[config.mk]
export PLATFORM = sky130hd
export DESIGN_NAME = instruction_fetch_unit
export DESIGN_NICKNAME = d
export VERILOG_FILES = /design/src/rtl/riscv_fetch_pkg.sv /design/src/rtl/if_id_pipeline_reg.sv /design/src/rtl/instruction_fetch_unit.sv
export SDC_FILE = /design/constraint.sdc
export NUM_CORES = 1
export LEC_CHECK = 0
export CORE_MARGIN = 1.5
export CORE_UTILIZATION = 38
export CTS_BUF_LIST = sky130_fd_sc_hd__clkbuf_4
export DETAILED_ROUTE_END_ITERATION = 12
export DONT_BUFFER_PORTS = 1
export GPL_TIMING_DRIVEN = 0
export HOLD_SLACK_MARGIN = 0.15
export PLACE_DENSITY_LB_ADDON = 0.12
export SLEW_MARGIN = 20
export SYNTH_ARGS = -nofsm -noshare
export SYNTH_HDL_FRONTEND = slang
export SYNTH_SLANG_ARGS = --single-unit
[constraint.sdc]
create_clock -name clk -period 3.88 [get_ports clk]
set_clock_uncertainty 0.05 [all_clocks]
set_input_delay 0.582 -clock clk [delete_from_list [all_inputs] [get_ports clk]]
set_output_delay 0.582 -clock clk [all_outputs]
set_load 0.02 [all_outputs]
[src/rtl/riscv_fetch_pkg.sv]
// ---------------------------------------------------------------------------
// riscv_fetch_pkg
// Shared definitions for the instruction fetch stage: default address width,
// default reset PC, the canonical NOP encoding and the fetch FSM state type.
// ---------------------------------------------------------------------------
package riscv_fetch_pkg;

   localparam int                FETCH_XLEN      = 64;
   localparam logic [63:0]       FETCH_RESET_PC  = 64'h0;
   // ADDI x0,x0,0 -- shown on the IF/ID instruction bus whenever it is empty.
   localparam logic [31:0]       FETCH_NOP_INSTR = 32'h0000_0013;

   // IDLE : one cycle after reset, before the first request
   // REQ  : request asserted, waiting for the memory to accept it
   // WAIT : request accepted, waiting for its single response
   // FULL : response parked in the skid entry because decode is stalled
   typedef enum logic [1:0] {
      IDLE = 2'd0,
      REQ  = 2'd1,
      WAIT = 2'd2,
      FULL = 2'd3
   } fetch_state_t;

endpackage

[src/rtl/if_id_pipeline_reg.sv]
// ---------------------------------------------------------------------------
// if_id_pipeline_reg
// IF/ID pipeline register with flush > stall > load priority.
//   flush          : empties the register (valid=0, NOP), even when stalled
//   stall          : holds every output
//   load_valid     : a real instruction is delivered this cycle; without it
//                    a bubble (valid=0, NOP) is inserted
//   load_pc/instr  : the delivered instruction and its PC
//   if_id_*        : registered outputs toward decode; pc_plus4 is kept as
//                    its own register so the link value costs no adder
//                    in the decode stage
// ---------------------------------------------------------------------------
module if_id_pipeline_reg #(
   parameter int          XLEN      = 64,
   parameter logic [31:0] NOP_INSTR = 32'h0000_0013
) (
   input  logic            clk,
   input  logic            reset,
   input  logic            flush,
   input  logic            stall,
   input  logic            load_valid,
   input  logic [XLEN-1:0] load_pc,
   input  logic [31:0]     load_instr,
   output logic            if_id_valid,
   output logic [XLEN-1:0] if_id_pc,
   output logic [XLEN-1:0] if_id_pc_plus4,
   output logic [31:0]     if_id_instr
);

   logic            valid_reg;
   logic [XLEN-1:0] pc_reg;
   logic [XLEN-1:0] pc_plus4_reg;
   logic [31:0]     instr_reg;

   // A flush or bubble only invalidates the entry and forces the NOP;
   // the PC fields simply keep their last value.
   always_ff @(posedge clk or negedge reset) begin
      if (!reset) begin
         valid_reg    <= 1'b0;
         pc_reg       <= '0;
         pc_plus4_reg <= XLEN'(4);
         instr_reg    <= NOP_INSTR;
      end else if (flush) begin
         valid_reg <= 1'b0;
         instr_reg <= NOP_INSTR;
      end else if (!stall) begin
         if (load_valid) begin
            valid_reg    <= 1'b1;
            pc_reg       <= load_pc;
            pc_plus4_reg <= load_pc + XLEN'(4);
            instr_reg    <= load_instr;
         end else begin
            valid_reg <= 1'b0;
            instr_reg <= NOP_INSTR;
         end
      end
   end

   assign if_id_valid    = valid_reg;
   assign if_id_pc       = pc_reg;
   assign if_id_pc_plus4 = pc_plus4_reg;
   assign if_id_instr    = instr_reg;

endmodule

[src/rtl/instruction_fetch_unit.sv]
// ---------------------------------------------------------------------------
// instruction_fetch_unit
// Fetch stage: generates the PC, fetches 32-bit words from instruction
// memory (valid/ready request, valid-only response, at most one request in
// flight) and feeds the IF/ID register consumed by decode.
//   clk, reset          : clock (rising edge), asynchronous active-low reset
//   stall               : hazard unit asks IF/ID to hold
//   redirect_valid/_pc  : taken branch/jump from execute; flush and refetch
//   imem_req_*          : request port (valid, ready, addr)
//   imem_rsp_*          : response port (valid, data)
//   if_id_*             : IF/ID register outputs (valid, pc, pc+4, instr)
// ---------------------------------------------------------------------------
module instruction_fetch_unit
   import riscv_fetch_pkg::*;
#(
   parameter int               XLEN      = FETCH_XLEN,
   parameter logic [XLEN-1:0]  RESET_PC  = FETCH_RESET_PC[XLEN-1:0],
   parameter logic [31:0]      NOP_INSTR = FETCH_NOP_INSTR
) (
   input  logic            clk,
   input  logic            reset,
   input  logic            stall,
   input  logic            redirect_valid,
   input  logic [XLEN-1:0] redirect_pc,
   output logic            imem_req_valid,
   input  logic            imem_req_ready,
   output logic [XLEN-1:0] imem_req_addr,
   input  logic            imem_rsp_valid,
   input  logic [31:0]     imem_rsp_data,
   output logic            if_id_valid,
   output logic [XLEN-1:0] if_id_pc,
   output logic [XLEN-1:0] if_id_pc_plus4,
   output logic [31:0]     if_id_instr
);

   fetch_state_t    state_reg,      state_next;
   logic [XLEN-1:0] req_addr_reg,   req_addr_next;
   logic [XLEN-1:0] next_pc_reg,    next_pc_next;
   logic            drop_reg,       drop_next;
   logic [31:0]     skid_instr_reg, skid_instr_next;
   logic [XLEN-1:0] skid_pc_reg,    skid_pc_next;

   logic            deliver_valid;
   logic [XLEN-1:0] deliver_pc;
   logic [31:0]     deliver_instr;

   always_ff @(posedge clk or negedge reset) begin
      if (!reset) begin
         state_reg      <= IDLE;
         req_addr_reg   <= RESET_PC;
         next_pc_reg    <= RESET_PC;
         drop_reg       <= 1'b0;
         skid_instr_reg <= NOP_INSTR;
         skid_pc_reg    <= '0;
      end else begin
         state_reg      <= state_next;
         req_addr_reg   <= req_addr_next;
         next_pc_reg    <= next_pc_next;
         drop_reg       <= drop_next;
         skid_instr_reg <= skid_instr_next;
         skid_pc_reg    <= skid_pc_next;
      end
   end

   // req_addr only changes when leaving WAIT/FULL, so it is stable for the
   // whole time a request is up and, while in WAIT, it is the PC of the
   // instruction in flight.
   always_comb begin
      state_next      = state_reg;
      req_addr_next   = req_addr_reg;
      next_pc_next    = next_pc_reg;
      drop_next       = drop_reg;
      skid_instr_next = skid_instr_reg;
      skid_pc_next    = skid_pc_reg;
      deliver_valid   = 1'b0;
      deliver_pc      = req_addr_reg;
      deliver_instr   = imem_rsp_data;
      imem_req_valid  = 1'b0;

      case (state_reg)
         IDLE: begin
            state_next = REQ;
            if (redirect_valid) begin
               next_pc_next = redirect_pc;
            end
         end

         REQ: begin
            imem_req_valid = 1'b1;
            if (imem_req_ready) begin
               state_next = WAIT;
               // An earlier redirect already parked its target in next_pc;
               // the sequential +4 must not overwrite it.
               if (!drop_reg) begin
                  next_pc_next = req_addr_reg + XLEN'(4);
               end
            end
            // A request is never withdrawn: its response is dropped instead.
            if (redirect_valid) begin
               next_pc_next = redirect_pc;
               drop_next    = 1'b1;
            end
         end

         WAIT: begin
            if (imem_rsp_valid) begin
               state_next = REQ;
               drop_next  = 1'b0;
               if (redirect_valid) begin
                  next_pc_next  = redirect_pc;
                  req_addr_next = redirect_pc;
               end else if (drop_reg) begin
                  req_addr_next = next_pc_reg;
               end else if (!stall) begin
                  deliver_valid = 1'b1;
                  req_addr_next = next_pc_reg;
               end else begin
                  skid_instr_next = imem_rsp_data;
                  skid_pc_next    = req_addr_reg;
                  state_next      = FULL;
               end
            end else if (redirect_valid) begin
               next_pc_next = redirect_pc;
               drop_next    = 1'b1;
            end
         end

         FULL: begin
            deliver_pc    = skid_pc_reg;
            deliver_instr = skid_instr_reg;
            if (redirect_valid) begin
               next_pc_next  = redirect_pc;
               req_addr_next = redirect_pc;
               state_next    = REQ;
            end else if (!stall) begin
               deliver_valid = 1'b1;
               req_addr_next = next_pc_reg;
               state_next    = REQ;
            end
         end

         default: begin
            state_next = IDLE;
         end
      endcase
   end

   assign imem_req_addr = req_addr_reg;

   if_id_pipeline_reg #(
      .XLEN      (XLEN),
      .NOP_INSTR (NOP_INSTR)
   ) u_if_id (
      .clk            (clk),
      .reset          (reset),
      .flush          (redirect_valid),
      .stall          (stall),
      .load_valid     (deliver_valid),
      .load_pc        (deliver_pc),
      .load_instr     (deliver_instr),
      .if_id_valid    (if_id_valid),
      .if_id_pc       (if_id_pc),
      .if_id_pc_plus4 (if_id_pc_plus4),
      .if_id_instr    (if_id_instr)
   );

endmodule

=== Word-level counts from Yosys, hierarchy flattened ===
Index checks and enable logic that the tools add are counted.
Widths: inputs -> output; s select.

* Add/subtract/negate cells: 2
* Equal/unequal tests: 10
* Muxes and demuxes: 37
* Bitwise gates (word level): 3
* Reduce and logical (&&, ||, !) cells: 9

{| class="wikitable"
|+ Operators with widths
! kind !! count
|-
| $mux 64 || 10
|-
| $pmux 64 s2 || 2
|-
| $add 64x3->64 const B || 2
|-
| $mux 32 || 4
|-
| $mux 2 || 7
|-
| $mux 1 || 11
|-
| $ne 3x3->1 const B || 3
|-
| $reduce_and 3->1 || 3
|-
| $pmux 2 s4 || 1
|-
| $reduce_and 5->1 || 1
|-
| $eq 2x2->1 const B || 2
|-
| $ne 2x1->1 const B || 2
|-
| $ne 2x2->1 const B || 2
|-
| $pmux 1 s2 || 2
|-
| $reduce_bool 2->1 || 2
|-
| $not 1->1 || 3
|-
| $reduce_or 3->1 || 1
|-
| $eq 2x1->1 const B || 1
|-
| $logic_not 2->1 || 1
|-
| $reduce_and 2->1 || 1
|}

* Flip-flop bits (word level): 388
* Input bits: 102
* Output and inout bits: 226
* Logic and storage cells: 71

=== Logic depth before layout (Yosys ltp) ===
* Depth after elaboration: 8
* Depth in mapped cells: 18
* Gate-level depth less buffers: 9

=== Hierarchy ===
From an unflattened synthesis, not the netlist that was laid out.

* Cells, all modules: 2027
* Area total of the unflattened synthesis: 19992.9 µm²

{| class="wikitable"
|+ Modules (own cells, without submodules)
! module !! instances !! cells each !! area an instance (µm²)
|-
| instruction_fetch_unit || 1 || 1284 || 12856.1
|-
| if_id_pipeline_reg || 1 || 743 || 7136.8
|}

=== Least setup slack after synthesis ===
Ideal clock, no wire load.

* Path type: register -> register
* Start: register state_reg[0]
* End: register u_if_id.pc_plus4_reg[56] (netlist: u_if_id.if_id_pc_plus4[56])
* Library setup time: 133 ps
* Data arrival time: 3618 ps
* Required time: 3697 ps
* Setup slack: 78 ps
* Cell stages (with the launch flop): 19
* Path buffers: 9
* Clock period less this slack: 3802 ps
* Cell sequence: dfrtp_1 ha_1 buf_6 buf_4 buf_2 buf_2 buf_4 buf_2 buf_2 buf_2 mux2_2 ha_1 inv_1 a2111oi_4 nand4_1 buf_2 nor4_1 xor2_1 o21ai_0

* Word-level cells in the longest chain between the ends: 3

{| class="wikitable"
|+ Ends and longest elaborated chain
! what !! line !! source
|-
| start, declared || instruction_fetch_unit.sv:36 || <nowiki>fetch_state_t state_reg, state_next;</nowiki>
|-
| start signal, assigned || instruction_fetch_unit.sv:56 || <nowiki>state_reg <= state_next;</nowiki>
|-
| $eq 2x2->1 || instruction_fetch_unit.sv:80 || <nowiki>case (state_reg)</nowiki>
|-
| $mux 64 || instruction_fetch_unit.sv:80 ||
|-
| net deliver_pc[2] || instruction_fetch_unit.sv:44 || <nowiki>logic [XLEN-1:0] deliver_pc;</nowiki>
|-
| $add 64x3->64 || if_id_pipeline_reg.sv:50 || <nowiki>pc_plus4_reg <= load_pc + XLEN'(4);</nowiki>
|-
| end signal, assigned || if_id_pipeline_reg.sv:50 ||
|-
| end, declared || if_id_pipeline_reg.sv:32 || <nowiki>logic [XLEN-1:0] pc_plus4_reg;</nowiki>
|}

The timed path passes the listed nets, and every way through them passes these cells.
A chain may end at the register's enable or synchronous reset.

=== Worst setup path in the final report ===
* Start: register state_reg[0]
* End: register u_if_id.pc_plus4_reg[58] (netlist: u_if_id.if_id_pc_plus4[58])

Same word-level chain as after synthesis.

==> metrics.log <==
[metrics] Placement Rows: 81
[metrics] total number of yosys warnings: 0
[metrics] area of the die: 51,600 µm²
[metrics] initial DRC count: 1,205
[metrics] fraction of synthesized cell area taken by the top area cell type: 49.6%
[metrics] combinational family with the most area after synthesis: multiplexers
[metrics] share of the synthesized netlist area taken by xor and xnor gates: 4.72%
[metrics] Max stage delay on crit path: 0.38 ns
[metrics] maximum clock path buffer count: 3
[metrics] mean area per synthesized cell: 10.0 µm²
[metrics] CP max stage cell: dfrtp_1
[metrics] slack of the worst reg-to-reg path: 0.05 ns
[metrics] number of unique standard cell types used by synthesis: 57
[metrics] worst slack after detailed placement: -1.92 ns
[metrics] sw frac: 43.6%
[metrics] 1st-pass router iterations: 6
[metrics] Post-Route Utilization: 46.1%
[metrics] share of layout cells above drive strength 1: 16.1%
[metrics] static leakage: 0.00992 µW
[metrics] worst-path cell chain: ha_1 -> buf_6 -> buf_8 -> buf_12 -> buf_6 -> buf_8 -> buf_8 -> mux2_2 -> ha_1 -> inv_1 -> a2111oi_4 -> nand4_1 -> buf_4 -> clkbuf_4 -> nor4_4 -> xnor2_1 -> o21ai_1
[metrics] io pins: 328
[metrics] Mapped Area: 19,100 µm²
[metrics] number of nets still failing antenna checks after routing: 0
[metrics] cell internal pwr: 8940 µW
[metrics] part of the total power dissipated in sequential elements: 47.6%
[metrics] Worst R2R Start: state_reg[0]
[metrics] max-slew headroom at the worst pin: 23.6%
[metrics] final critical-path share of the clock period: 98.6%
[metrics] Port Buffers: 0
[metrics] hpwl dp: 50,800 µm
[metrics] # DRC: 0
[metrics] number of pins exceeding their max-slew limit in the final report: 0
[metrics] transition time of the tightest slew-check pin: 1.15 ns
[metrics] grt total ovfl: 0
[metrics] htree depth: 3
[metrics] Area Overhead vs Synth: 18.9%
[metrics] number of antenna violations at the first check in global routing: 2
[metrics] number of global-route vias before repair: 16,100
[metrics] critical register-to-register path endpoint: u_if_id.if_id_pc_plus4[58]
[metrics] final number of setup-violating endpoints: 0
[metrics] clock tree from TritonCTS: done
[metrics] most prevalent standard cell on the critical path: buf_8
[metrics] largest net degree at the start of global routing: 387
[metrics] number of buffers inserted by hold repair at cts: 100
[metrics] category of cells accounting for the largest share of critical-path delay: buffers and inverters
[metrics] Min Clock Period, post-route: 3.83 ns
[metrics] crit path kind: flop to flop
[metrics] worst endpoint required time: 4.54 ns
[metrics] NetSw: 6920 µW
[metrics] result of the run: finished, violations left
[metrics] commonest cells in the netlist: dfrtp_1, nand2_1, o21ai_0
[metrics] CP bufs+invs: 9
[metrics] Via density: 5.54
[metrics] Worst Setup Slack, final: 0.0532 ns
[metrics] worst min path class: primary input to async pin
[metrics] cell at the root of the clock tree: clkbuf_4
[metrics] final design instance area without fill: 22,700 µm²
[metrics] category of the worst setup path capture point: flop
[metrics] cell types occupying the most area after synthesis: dfrtp_1, mux2i_1, o21ai_0, mux2_2, nand2_1
[metrics] Fin. Hold Viols: 386
[metrics] Die Span X: 227 µm
[metrics] post-route worst hold slack: -0.632 ns
[metrics] Max Fclk: 261 MHz
[metrics] Placed Area: 20,000 µm²
[metrics] clock latency at the later pin of the worst-skew pair: 0.87 ns
[metrics] floorplan die height: 227 µm
[metrics] core footprint: 49,300 µm²
[metrics] complex-gate fraction of the synthesized area: 12.3%
[metrics] arrival time at the worst endpoint: 4.48 ns
[metrics] maximum fanout along the worst path: 14
[metrics] number of enable-type register cells in the synthesized netlist: 0
[metrics] post-synthesis mux area share: 14.5%
[metrics] power density relative to cell area: 698 nW/µm²
[metrics] post-synth top area cell: dfrtp_1
[metrics] fill cell total of the finished layout: 4,815
[metrics] Power, Total: 15,900 µW
[metrics] violated checks: hold timing
[metrics] sink count of the clock tree: 386
[metrics] number of buffers added by the clock tree synthesis step: 109
[metrics] GR Util All Layers: 26.8%
[metrics] ys async rst share: 100%
[metrics] ys flop type: dfrtp_1
[metrics] share of total power in the clock network: 25.4%
[metrics] clock-pin slew reported for the worst setup and hold paths after clock tree synthesis: 0.07 ns
[metrics] aggregate routed wire length: 69,300 µm
[metrics] WL per Instance: 24.0 µm
[metrics] post-synthesis share of cell area spent on and, or, nand and nor gates: 14.0%
[metrics] Worst Reg2Reg Path Length in Cells: 17
[metrics] number of max-cap violations: 0
[metrics] fraction of power consumed by combinational cells: 27.0%
[metrics] cells after synthesis: 1,907
[metrics] final estimated routing congestion in global placement: 0.877
[metrics] Net count, final: 2,237
[metrics] register bit total from synthesis: 386
[metrics] sequential share of the synthesized area: 50.6%
[metrics] number of nets in the synthesized netlist: 2,015
[metrics] worst supply voltage drop on vdd: 309 µV
[metrics] initial core utilization: 38.8%
[metrics] kind of launch point of the worst setup path: flop
[metrics] library cell with the highest instance count after synthesis: dfrtp_1
[metrics] adder-cell share of the synthesized area: 0.393%
[metrics] routed vias: 16,000
[metrics] first-pass GRT wire length: 103,000 µm
[placed cells by master, fill, tap and decap left out, types with 10 or more instances in the layout]
master,count
nand4b_1,10
clkinv_1,24
xnor2_1,39
a22oi_1,42
clkbuf_1,113
dfrtp_1,379
and3_1,11
inv_1,15
buf_2,22
mux2i_1,156
buf_4,14
nor3_1,15
nand3_1,60
mux2_2,107
clkbuf_4,174
xor2_1,64
nand2_1,303
nand3b_1,15
nand4_1,46
dlygate4sd3_1,100
o21ai_0,283
a31oi_1,12
nor2_1,54
a21oi_1,32
[layer usage]
layer	vias to the layer above	routed length, µm	GRT usage [%]	share of wire [%]
li1	7291	-	-	-
met1	7961	30700	36.4	44
met2	640	30600	40.3	44
met3	126	5730	7.47	8.3
met4	0	2220	11.0	3.2
met5	-	0	0	0
[stage by stage]
step,TNS (ns),cells
3_3_place_gp,-102.31,2571
3_5_place_dp,-73.99,2572
6_report,0,2889
2_1_floorplan,0,1907
4_1_cts,0,2881
5_1_grt,-0.00265,2888
[worst register-to-register path, delay by kind of cell (launching register included)]
family                     cells  cell delay (ns)
muxes                          1             0.26
AOI/OAI and AO/OA              2             0.42
buffers and inverters          9             1.47
adders and majority gates      2             0.37
and+or+nand+nor                2             0.48
xor gates and xnor gates       1             0.24
DFF                            1             0.38
[worst max-delay path by stage]
stage	to	slack (ns)	cells past startpoint	startpoint
2_1_floorplan	u_if_id.if_id_pc_plus4[56]	0.08	18	state_reg[0]
3_3_place_gp	u_if_id.if_id_pc_plus4[60]	-1.88	18	state_reg[0]
3_5_place_dp	u_if_id.if_id_pc_plus4[60]	-1.92	18	state_reg[0]
4_1_cts	u_if_id.if_id_pc_plus4[56]	0.003	17	state_reg[1]
5_1_grt	u_if_id.if_id_pc_plus4[57]	-0.002	7	imem_req_addr[16]
6_report	u_if_id.if_id_pc_plus4[58]	0.05	17	state_reg[0]
[kinds of logic after synthesis]
family | after synthesis
xor gates and xnor gates | 103
and+or+nand+nor | 569
adders and majority gates | 6
DFF | 386
buffers and inverters | 166
muxes | 263
AOI/OAI and AO/OA | 414
[timing repair]
item,4_1_cts,5_1_grt
cloned,1,0
pin swaps,3,3
gates resized for setup,22,8
setup endpoints to repair,161,40
setup buffers,6,4
hold endpoints to repair,581,386
[power groups by stage]
| stage | Clock, µW | Sequential [µW] | Combinational [µW] |
|---|---|---|---|
| 3_3_place_gp | 0 | 7600 | 3980 |
| 5_1_grt | 4380 | 7700 | 4720 |
| 6_report | 4030 | 7550 | 4270 |
| 2_1_floorplan | 0 | 6930 | 2840 |
| 4_1_cts | 4150 | 7560 | 4220 |
| 3_5_place_dp | 0 | 7640 | 4040 |
[final cells by class]
class / count / area (µm²) / area share, %
flip-flops and latches: 386 / 9670 / 42.6
multi-input cells: 1355 / 8860 / 39.0
clock buffers: 173 / 1300 / 5.72
repair buffers: 113 / 1130 / 4.96
well taps: 664 / 831 / 3.66
plain buffers: 149 / 668 / 2.94
clock inverters: 31 / 204 / 0.898
inverters: 15 / 56.3 / 0.248
diodes: 3 / 7.51 / 0.0330
(Power assumes the default switching activity.)
